===== config.mk =====
export PLATFORM = sky130hd
export DESIGN_NAME = countdown_ctrl
export DESIGN_NICKNAME = d
export VERILOG_FILES = /design/src/rtl/timer_pkg.sv /design/src/rtl/mmss_counter.sv /design/src/rtl/countdown_ctrl.sv
export SDC_FILE = /design/constraint.sdc
export NUM_CORES = 1
export LEC_CHECK = 0
export ABC_AREA = 0
export ABC_CLOCK_PERIOD_IN_PS = 2500
export CAP_MARGIN = 20
export CORE_ASPECT_RATIO = 0.9
export CORE_MARGIN = 2
export CORE_UTILIZATION = 50
export CTS_BUF_LIST = sky130_fd_sc_hd__clkbuf_4
export DETAILED_ROUTE_END_ITERATION = 10
export GPL_ROUTABILITY_DRIVEN = 0
export PLACE_DENSITY_LB_ADDON = 0.08
export SYNTH_ARGS = -nofsm -noshare
export SYNTH_HDL_FRONTEND = slang
export SYNTH_SLANG_ARGS = --single-unit

===== constraint.sdc =====
create_clock -name clk -period 2.5 [get_ports clk]
set_clock_uncertainty 0.15 [all_clocks]
set_input_delay 0.25 -clock clk [delete_from_list [all_inputs] [get_ports clk]]
set_output_delay 0.25 -clock clk [all_outputs]
set_load 0.05 [all_outputs]

===== src/rtl/timer_pkg.sv =====
// Shared types and constants for the mm:ss countdown timer.
package timer_pkg;

    localparam int unsigned FIELD_W = 6;
    localparam int unsigned STATE_W = 2;
    localparam int unsigned SEC_MAX = 59;

    typedef logic [FIELD_W-1:0] time_field_t;

    typedef enum logic [STATE_W-1:0] {
        IDLE  = 2'd0,
        RUN   = 2'd1,
        PAUSE = 2'd2,
        ALARM = 2'd3
    } cd_state_t;

    // Increment that wraps to zero once the field has reached its ceiling.
    function automatic time_field_t wrap_inc(input time_field_t v, input time_field_t max_v);
        return (v >= max_v) ? '0 : v + FIELD_W'(1);
    endfunction

endpackage


===== src/rtl/mmss_counter.sv =====
// MM:SS value register with setting increments (wrap, no carry) and countdown borrow.
module mmss_counter
    import timer_pkg::*;
#(
    parameter int unsigned MAX_MIN = 59
) (
    input  logic               clk,
    input  logic               rst,
    input  logic               load_zero,
    input  logic               inc_min,
    input  logic               inc_sec,
    input  logic               dec,
    output logic [FIELD_W-1:0] mm,
    output logic [FIELD_W-1:0] ss,
    output logic               is_zero,
    output logic               is_one
);

    time_field_t mm_q, mm_d;
    time_field_t ss_q, ss_d;
    logic        is_zero_q, is_zero_d;
    logic        is_one_q, is_one_d;

    // load_zero wins over dec, dec wins over the setting increments
    always_comb begin
        mm_d = mm_q;
        ss_d = ss_q;
        if (load_zero) begin
            mm_d = '0;
            ss_d = '0;
        end else if (dec) begin
            if (ss_q != '0) begin
                ss_d = ss_q - FIELD_W'(1);
            end else if (mm_q != '0) begin
                mm_d = mm_q - FIELD_W'(1);
                ss_d = FIELD_W'(SEC_MAX);
            end
        end else begin
            if (inc_min) begin
                mm_d = wrap_inc(mm_q, FIELD_W'(MAX_MIN));
            end
            if (inc_sec) begin
                ss_d = wrap_inc(ss_q, FIELD_W'(SEC_MAX));
            end
        end
        // flags are registered alongside the value so they always match it
        is_zero_d = (mm_d == '0) && (ss_d == '0);
        is_one_d  = (mm_d == '0) && (ss_d == FIELD_W'(1));
    end

    always_ff @(posedge clk) begin
        if (rst) begin
            mm_q      <= '0;
            ss_q      <= '0;
            is_zero_q <= 1'b1;
            is_one_q  <= 1'b0;
        end else begin
            mm_q      <= mm_d;
            ss_q      <= ss_d;
            is_zero_q <= is_zero_d;
            is_one_q  <= is_one_d;
        end
    end

    assign mm      = mm_q;
    assign ss      = ss_q;
    assign is_zero = is_zero_q;
    assign is_one  = is_one_q;

endmodule


===== src/rtl/countdown_ctrl.sv =====
// Set/run/pause/alarm sequencer for the mm:ss countdown timer.
// CDC_ALARM_TIMEOUT_EN adds an alarm auto-clear after ALARM_SECS ticks.
module countdown_ctrl
    import timer_pkg::*;
#(
    parameter int unsigned MAX_MIN = 59
`ifdef CDC_ALARM_TIMEOUT_EN
    ,
    parameter int unsigned ALARM_SECS = 10
`endif
) (
    input  logic               clk,
    input  logic               rst,
    input  logic               tick,
    input  logic               btn_start,
    input  logic               btn_clear,
    input  logic               btn_inc_min,
    input  logic               btn_inc_sec,
    output logic [FIELD_W-1:0] mm,
    output logic [FIELD_W-1:0] ss,
    output logic               running,
    output logic               alarm,
    output logic [STATE_W-1:0] state_o
);

    cd_state_t state_q, state_d;
    logic      running_q, running_d;
    logic      alarm_q, alarm_d;

    logic load_zero;
    logic inc_min;
    logic inc_sec;
    logic dec;
    logic is_zero;
    logic is_one;

`ifdef CDC_ALARM_TIMEOUT_EN
    time_field_t alarm_cnt_q, alarm_cnt_d;
`endif

    mmss_counter #(
        .MAX_MIN (MAX_MIN)
    ) u_mmss (
        .clk       (clk),
        .rst       (rst),
        .load_zero (load_zero),
        .inc_min   (inc_min),
        .inc_sec   (inc_sec),
        .dec       (dec),
        .mm        (mm),
        .ss        (ss),
        .is_zero   (is_zero),
        .is_one    (is_one)
    );

    // Next state and counter controls; priority clear > start > tick > inc
    always_comb begin
        state_d   = state_q;
        load_zero = 1'b0;
        inc_min   = 1'b0;
        inc_sec   = 1'b0;
        dec       = 1'b0;
`ifdef CDC_ALARM_TIMEOUT_EN
        alarm_cnt_d = alarm_cnt_q;
`endif
        case (state_q)
            IDLE: begin
                if (btn_clear) begin
                    load_zero = 1'b1;
                end else if (btn_start) begin
                    if (!is_zero) begin
                        state_d = RUN;
                    end
                end else begin
                    inc_min = btn_inc_min;
                    inc_sec = btn_inc_sec;
                end
            end
            RUN: begin
                if (btn_clear) begin
                    state_d   = IDLE;
                    load_zero = 1'b1;
                end else if (btn_start) begin
                    state_d = PAUSE;
                end else if (tick) begin
                    dec = 1'b1;
                    // the 00:01 -> 00:00 step lands directly in ALARM
                    if (is_one) begin
                        state_d = ALARM;
`ifdef CDC_ALARM_TIMEOUT_EN
                        alarm_cnt_d = '0;
`endif
                    end
                end
            end
            PAUSE: begin
                if (btn_clear) begin
                    state_d   = IDLE;
                    load_zero = 1'b1;
                end else if (btn_start) begin
                    state_d = RUN;
                end
            end
            ALARM: begin
                if (btn_clear || btn_start) begin
                    state_d   = IDLE;
                    load_zero = 1'b1;
                end
`ifdef CDC_ALARM_TIMEOUT_EN
                else if (tick) begin
                    if ((alarm_cnt_q + FIELD_W'(1)) >= FIELD_W'(ALARM_SECS)) begin
                        state_d   = IDLE;
                        load_zero = 1'b1;
                    end else begin
                        alarm_cnt_d = alarm_cnt_q + FIELD_W'(1);
                    end
                end
`endif
            end
            default: begin
                state_d   = IDLE;
                load_zero = 1'b1;
            end
        endcase

        running_d = (state_d == RUN);
        alarm_d   = (state_d == ALARM);
    end

    always_ff @(posedge clk) begin
        if (rst) begin
            state_q   <= IDLE;
            running_q <= 1'b0;
            alarm_q   <= 1'b0;
        end else begin
            state_q   <= state_d;
            running_q <= running_d;
            alarm_q   <= alarm_d;
        end
    end

`ifdef CDC_ALARM_TIMEOUT_EN
    always_ff @(posedge clk) begin
        if (rst) begin
            alarm_cnt_q <= '0;
        end else begin
            alarm_cnt_q <= alarm_cnt_d;
        end
    end
`endif

    assign running = running_q;
    assign alarm   = alarm_q;
    assign state_o = state_q;

endmodule


==> qor.csv, run 1 <==
stage;metric;value;unit
clock_tree;htreeDepth;1;
pwr;swShare;28.1;%
logic_synthesis;synthesis.nets;204;
place;dp.cells;280;
sta;drv_slew;0;
logic_synthesis;syn_inst;192;
logic_synthesis;synth_edf_count;0;
logic_synthesis;avgSynthCellArea;7.78;um2
drt;wl;4850;um
hold_path;whs_path_depth;3;
place;post-place-ws;-0.211;ns
final_layout;areaGrowthSynthToFinish;42.8;%
critical_path;cp-start-kind;primary input;
floorplanning;placementRows;18;
final_layout;fin_nets;263;
floorplanning;ios;23;
flow_run;max_cap_viol_count;0;
critical_path;crit_fanout;5;
drt;drtIter0Drc;168;
global_routing;grt_use_total;27.0;%
drt;wire_per_inst;16.7;um
critical_path;r2r_end;u_mmss.is_zero;
clock_tree;numCtsBuffers;3;
logic_synthesis;yosysSeqAreaShare;24.1;%
floorplanning;core_area;2790;um2
global_routing;grt_max_degree;16;
drt;drc;0;
clock_tree;clkTransAtPathRegs;0.11;ns
floorplanning;fp.dieArea;3440;um2
drt;vias_per_cell;6.19;
clock_tree;hold_buffers;0;
critical_path;critical_path.top_delay_family;simple AND/OR/NAND/NOR gates;
logic_synthesis;ys_types;58;
global_routing;first_global_vias;1548;
logic_synthesis;ys_ff_latch;18;
final_layout;n_antenna_cell;0;
sta;maxSlewHeadroom;57.0;%
final_layout;final_common_cell;buf_4;
critical_path;critPathMaxStageDelay;0.57;ns
critical_path;cp_data_required_time;2.56;ns
logic_synthesis;syn_area;1490;um2
floorplanning;initial_utilization;53.5;%
critical_path;crit_top_cell;o22ai_1;
final_layout;stdcell_area;2130;um2
critical_path;crit_cells;8;
critical_path;ff2ff_path_depth;7;
drt;ant_nets;0;
floorplanning;die_h;55.9;um
floorplanning;fp.dieW;61.6;um
pwr;sequentialPowerShare;52.6;%
drt;dr.pass1.iters;7;
critical_path;path_cells;clkdlybuf4s50_1 > or4_4 > nor4b_1 > o22ai_1 > o22ai_1 > nor4b_2 > buf_4 > a41o_1;
sta;hold_viol;0;
critical_path;path_buf_inv;2;
clock_tree;clockBufferDepth;2;
logic_synthesis;ys_warn_count;0;
pwr;p_switching;154;uW
critical_path;crit_arrival;2.54;ns
critical_path;cp-startpoint;btn_clear;
pwr;p_leak;0.895;nW
place;dp_hpwl;3440;um
global_routing;grt_pass1_wl;7220;um
critical_path;path_class;primary input to flip-flop;
logic_synthesis;ys.flop_type;dfxtp_1;
pwr;power_density;256;nW/um2
sta;layout_min_cycle_time;2.48;ns
drt;vias;1796;
clock_tree;root_buffer;clkbuf_4;
sta;tightest_slew;0.643;ns
critical_path;r2r-start;state_o[0];
critical_path;crit_path_end;u_mmss.is_zero;
logic_synthesis;ys_async_sr_fraction;0;%
global_routing;globalRoute.totalOverflow;0;
pwr;combPwrFrac;19.2;%
final_layout;drive_gt1_share;29.6;%
final_layout;final_cell_mix;45 x buf_4, 22 x clkdlybuf4s50_1, 18 x nor2_1;
place;io_buffers;22;
pwr;pwr-share-clk;28.2;%
sta;max_freq;403;MHz
place;place_area;2010;um2
clock_tree;insertion_delay;0.30;ns
pwr;ir_drop;0.224;mV
clock_tree;clock_sinks;18;
sta;fin_crit_sh;99.3;%
critical_path;worstSetupEndpointType;flip-flop;
critical_path;rrSetupSlack;0.02;ns
sta;fin_ws;0.0182;ns
clock_tree;cts_tree;yes;
sta;setup_viol;0;
hold_path;hold_class;flip-flop to flip-flop;
global_routing;antenna_found_initial;0;
run_status;outcome;completed;
pwr;p_int;393;uW
critical_path;crit_slowest_cell;or4_4;
final_layout;final_cells;290;
[cells by family after synthesis]
group / after synthesis / share of synthesized area (%)
buf+inv: 24 / 7.37
flops: 18 / 24.1
xor+xnor: 2 / 1.17
fa+ha+maj: 5 / 4.19
mux: 3 / 2.09
simple gates: 78 / 29.8
compound gates: 62 / 31.2
[cell usage after synthesis (all sizes together) (2+ instances only)]
cell type	number	area share [%]
a21oi	6	2.0
xor2	2	1.2
nor4b	2	1.2
o21a	2	1.0
nand2b	3	1.3
nor3	8	3.0
nor2	18	4.5
o211ai	6	3.4
a31oi	5	2.1
nand2	12	3.0
clkbuf	10	2.5
or4	2	1.3
o21ai	7	2.3
a211o	3	1.8
buf	4	2.3
nand3	5	1.7
o22ai	2	0.84
ha	5	4.2
o31ai	5	2.5
nor4	4	2.7
dfxtp	18	24
inv	10	2.5
a41o	2	1.3
o2111a	2	1.5
and3	7	2.9
nor2b	9	3.8
a211oi	4	2.0
a221oi	4	2.3
mux2i	2	1.3
[stage by stage]
| stage | util [%] | hold WS (ns) | TNS, ns | power (mW) |
|---|---|---|---|---|
| floorplan | - | 0.164 | -0.0869 | 0.347 |
| global placement | 71.8 | 0.500 | -0.394 | 0.388 |
| detailed placement | 71.8 | 0.529 | -0.483 | 0.391 |
| CTS | 72.8 | 0.547 | 0 | 0.545 |
| global route | 76.4 | 0.598 | -0.120 | 0.569 |
| finish | 76.4 | 0.552 | 0 | 0.546 |
[tightest hold or removal path: cells and delay by family, from the launching register on]
kind               cells  cell delay [ns]
and+or+nand+nor        1             0.06
AOI/OAI and AO/OA      2             0.18
DFF                    1             0.42
[repair_timing]
item / 4_1_cts / 5_1_grt
resized for setup: 0 / 15
setup buffers: 0 / 6
endpoints found under the setup margin: 0 / 2
hold endpoints to repair: 0 / 0
[power groups by stage]
stage | logic, mW | clock network (mW) | registers, mW
after floorplan | 0.0461 | 0 | 0.301
after global placement | 0.0915 | 0 | 0.296
after detailed placement | 0.0942 | 0 | 0.296
after CTS | 0.0948 | 0.160 | 0.290
after global routing | 0.112 | 0.169 | 0.288
final | 0.105 | 0.154 | 0.288
[per-layer routing]
metal / up-vias / GRT usage [%] / wire (um)
met5: - / 0 / 0
met4: 0 / 6.38 / 106
met3: 18 / 5.12 / 549
met2: 126 / 39.7 / 2170
met1: 797 / 40.1 / 2020
li1: 855 / - / -
[worst min-delay path by stage]
stage,from,to,slack [ns]
final,state_o[1],alarm,0.55
after global routing,u_mmss.mm[0],u_mmss.mm[0],0.60
after CTS,state_o[0],state_o[0],0.55
after detailed placement,state_o[1],alarm,0.53
after global placement,state_o[0],state_o[0],0.50
after floorplan,rst,u_mmss.mm[0],0.16
[flip-flops by register name, indices dropped and copies added, names as in the netlist]
name / flops
u_mmss.mm: 6
u_mmss.ss: 6
state_o: 2
alarm: 1
running: 1
u_mmss.is_one: 1
u_mmss.is_zero: 1
[area by class of cell]
type	count	area, um2
sequential	18	379
clock inverter	1	3.75
timing repair buffer	68	563
multi-input combinational	150	1080
inverter	10	37.5
fill	227	659
clock buffer	3	22.5
tap	40	50.0
No activity file was read; power rests on OpenSTA's default activity.
==> run 2: changes to the inputs <==
- CAP_MARGIN: 20 -> default
==> results of run 2 <==
Same layout as run 1: the final DEF is identical, and so are final timing and power.
==> run 3: changes to the inputs <==
- CORE_MARGIN: 2 -> 4
- GPL_TIMING_DRIVEN: default -> 1
==> run 3 against run 2 <==
Against the previous run: highest routed layer unchanged; critical endpoint unchanged; power is 0.26% higher; critical path depth is 1 lower; largest cell class unchanged; die area is 14% higher; clock power is 3% higher.
==> qor.csv, run 3 (synthesis results as in run 1) <==
stage;metric;value;unit
critical_path;r2r_end;u_mmss.is_zero;
hold_path;hold_class;flip-flop to flip-flop;
drt;wire_per_inst;16.9;um
clock_tree;clockBufferDepth;2;
drt;vias_per_cell;6.30;
place;dp.cells;281;
final_layout;stdcell_area;2110;um2
sta;tns;0;ns
pwr;p_leak;0.878;nW
critical_path;rrSetupSlack;0.07;ns
final_layout;areaGrowthSynthToFinish;41.4;%
hold_path;holdPathEnd;state_o[0];
clock_tree;insertion_delay;0.30;ns
global_routing;globalRoute.totalOverflow;0;
sta;setup_viol;0;
flow_run;max_cap_viol_count;0;
global_routing;first_global_vias;1720;
critical_path;crit_fanout;5;
critical_path;path_buf_inv;2;
critical_path;path_cells;clkdlybuf4s50_1 > or4_4 > buf_4 > o41ai_1 > a21oi_1 > a211o_1 > a41o_1;
sta;hold_viol;0;
hold_path;min_from;state_o[0];
critical_path;crit_slowest_cell;or4_4;
clock_tree;clkTransAtPathRegs;0.11;ns
critical_path;worstSetupEndpointType;flip-flop;
clock_tree;hold_buffers;0;
clock_tree;numCtsBuffers;3;
final_layout;final_common_cell;buf_4;
final_layout;drive_gt1_share;28.0;%
clock_tree;htreeDepth;1;
final_layout;final_core_util;75.6;%
critical_path;crit_arrival;2.49;ns
floorplanning;placementRows;18;
drt;dr.pass1.iters;5;
floorplanning;fp.dieW;65.6;um
critical_path;r2r-start;state_o[0];
pwr;power;548;uW
clock_tree;root_buffer;clkbuf_4;
place;post-place-ws;-0.224;ns
critical_path;crit_cells;7;
critical_path;critical_path.top_delay_family;compound AO/OA/AOI/OAI gates;
floorplanning;core_area;2790;um2
sta;max_freq;411;MHz
clock_tree;clock_sinks;18;
drt;ant_nets;0;
clock_tree;cts_tree;yes;
floorplanning;fp.dieArea;3930;um2
final_layout;final_cells;286;
global_routing;grt_max_degree;16;
sta;fin_ws;0.0642;ns
pwr;ir_drop;0.246;mV
drt;drc;0;
critical_path;ff2ff_path_depth;6;
final_layout;final_cell_mix;42 x buf_4, 22 x clkdlybuf4s50_1, 18 x nor2_1;
global_routing;antenna_found_initial;0;
drt;wl;4830;um
sta;drv_slew;0;
place;dp_hpwl;3580;um
sta;tightest_slew;0.628;ns
critical_path;cp-start-kind;primary input;
hold_path;whs_path_depth;3;
sta;fin_crit_sh;97.4;%
final_layout;n_antenna_cell;0;
sta;maxSlewHeadroom;58.0;%
place;io_buffers;22;
place;place_area;2010;um2
global_routing;grt_pass1_wl;7660;um
floorplanning;initial_utilization;53.5;%
sta;whs;0.548;ns
sta;layout_min_cycle_time;2.44;ns
global_routing;grt_use_total;24.9;%
critical_path;cp_data_required_time;2.56;ns
final_layout;fin_nets;259;
run_status;outcome;completed;
pwr;power_density;259;nW/um2
critical_path;critPathMaxStageDelay;0.56;ns
drt;drtIter0Drc;153;
floorplanning;ios;23;
critical_path;path_class;primary input to flip-flop;
floorplanning;die_h;59.9;um
drt;vias;1801;
[run 3: changes by cell type in the layout (fill, tap and decap cells not counted), sizes merged]
cell	before	now
buf	45	42
clkbuf	4	3
[run 3: layout make-up]
class | count | area, um2
clock buffers | 3 | 22.5
clock inverters | 1 | 3.75
fillers | 231 | 681
inverters | 10 | 37.5
multi-input cells | 150 | 1080
flip-flops and latches | 18 | 379
well taps | 40 | 50.0
repair buffers | 64 | 536
[run 3: worst max path at each step]
stage	start	to	slack (ns)
after floorplan	state_o[0]	u_mmss.is_one	-0.05
after global placement	btn_clear	u_mmss.is_zero	-0.19
after detailed placement	btn_clear	u_mmss.is_one	-0.22
after CTS	u_mmss.ss[0]	u_mmss.is_zero	0.03
after global routing	state_o[0]	u_mmss.is_zero	-0.02
final	btn_clear	u_mmss.is_zero	0.06
[run 3: what timing repair did]
item                       4_1_cts  5_1_grt
setup endpoints to repair        0        2
resized for setup                0       15
buffers inserted                 0        1
[run 3: worst min-delay path, stage by stage (launching register included)]
cell and delay (ns):
dfxtp_4 0.43, mux2i_1 0.09, nand2_1 0.11, inv_1 0.04
[run 3: routing by layer]
layer / global-route usage (%) / up-vias / part of all wire (%)
met4: 9.47 / 0 / 1.6
met1: 32.8 / 843 / 43
met5: 0 / - / 0
met3: 4.70 / 11 / 10
li1: - / 841 / -
met2: 40.3 / 106 / 46
[run 3: where the power goes]
| part | total, mW | switching (mW) | internal, mW | leakage [nW] |
|---|---|---|---|---|
| sequential | 0.288 | 0.00251 | 0.285 | 0.150 |
| clock | 0.158 | 0.0998 | 0.0582 | 0.0154 |
| combinational | 0.102 | 0.0546 | 0.0472 | 0.713 |
| total | 0.548 | 0.157 | 0.391 | 0.878 |
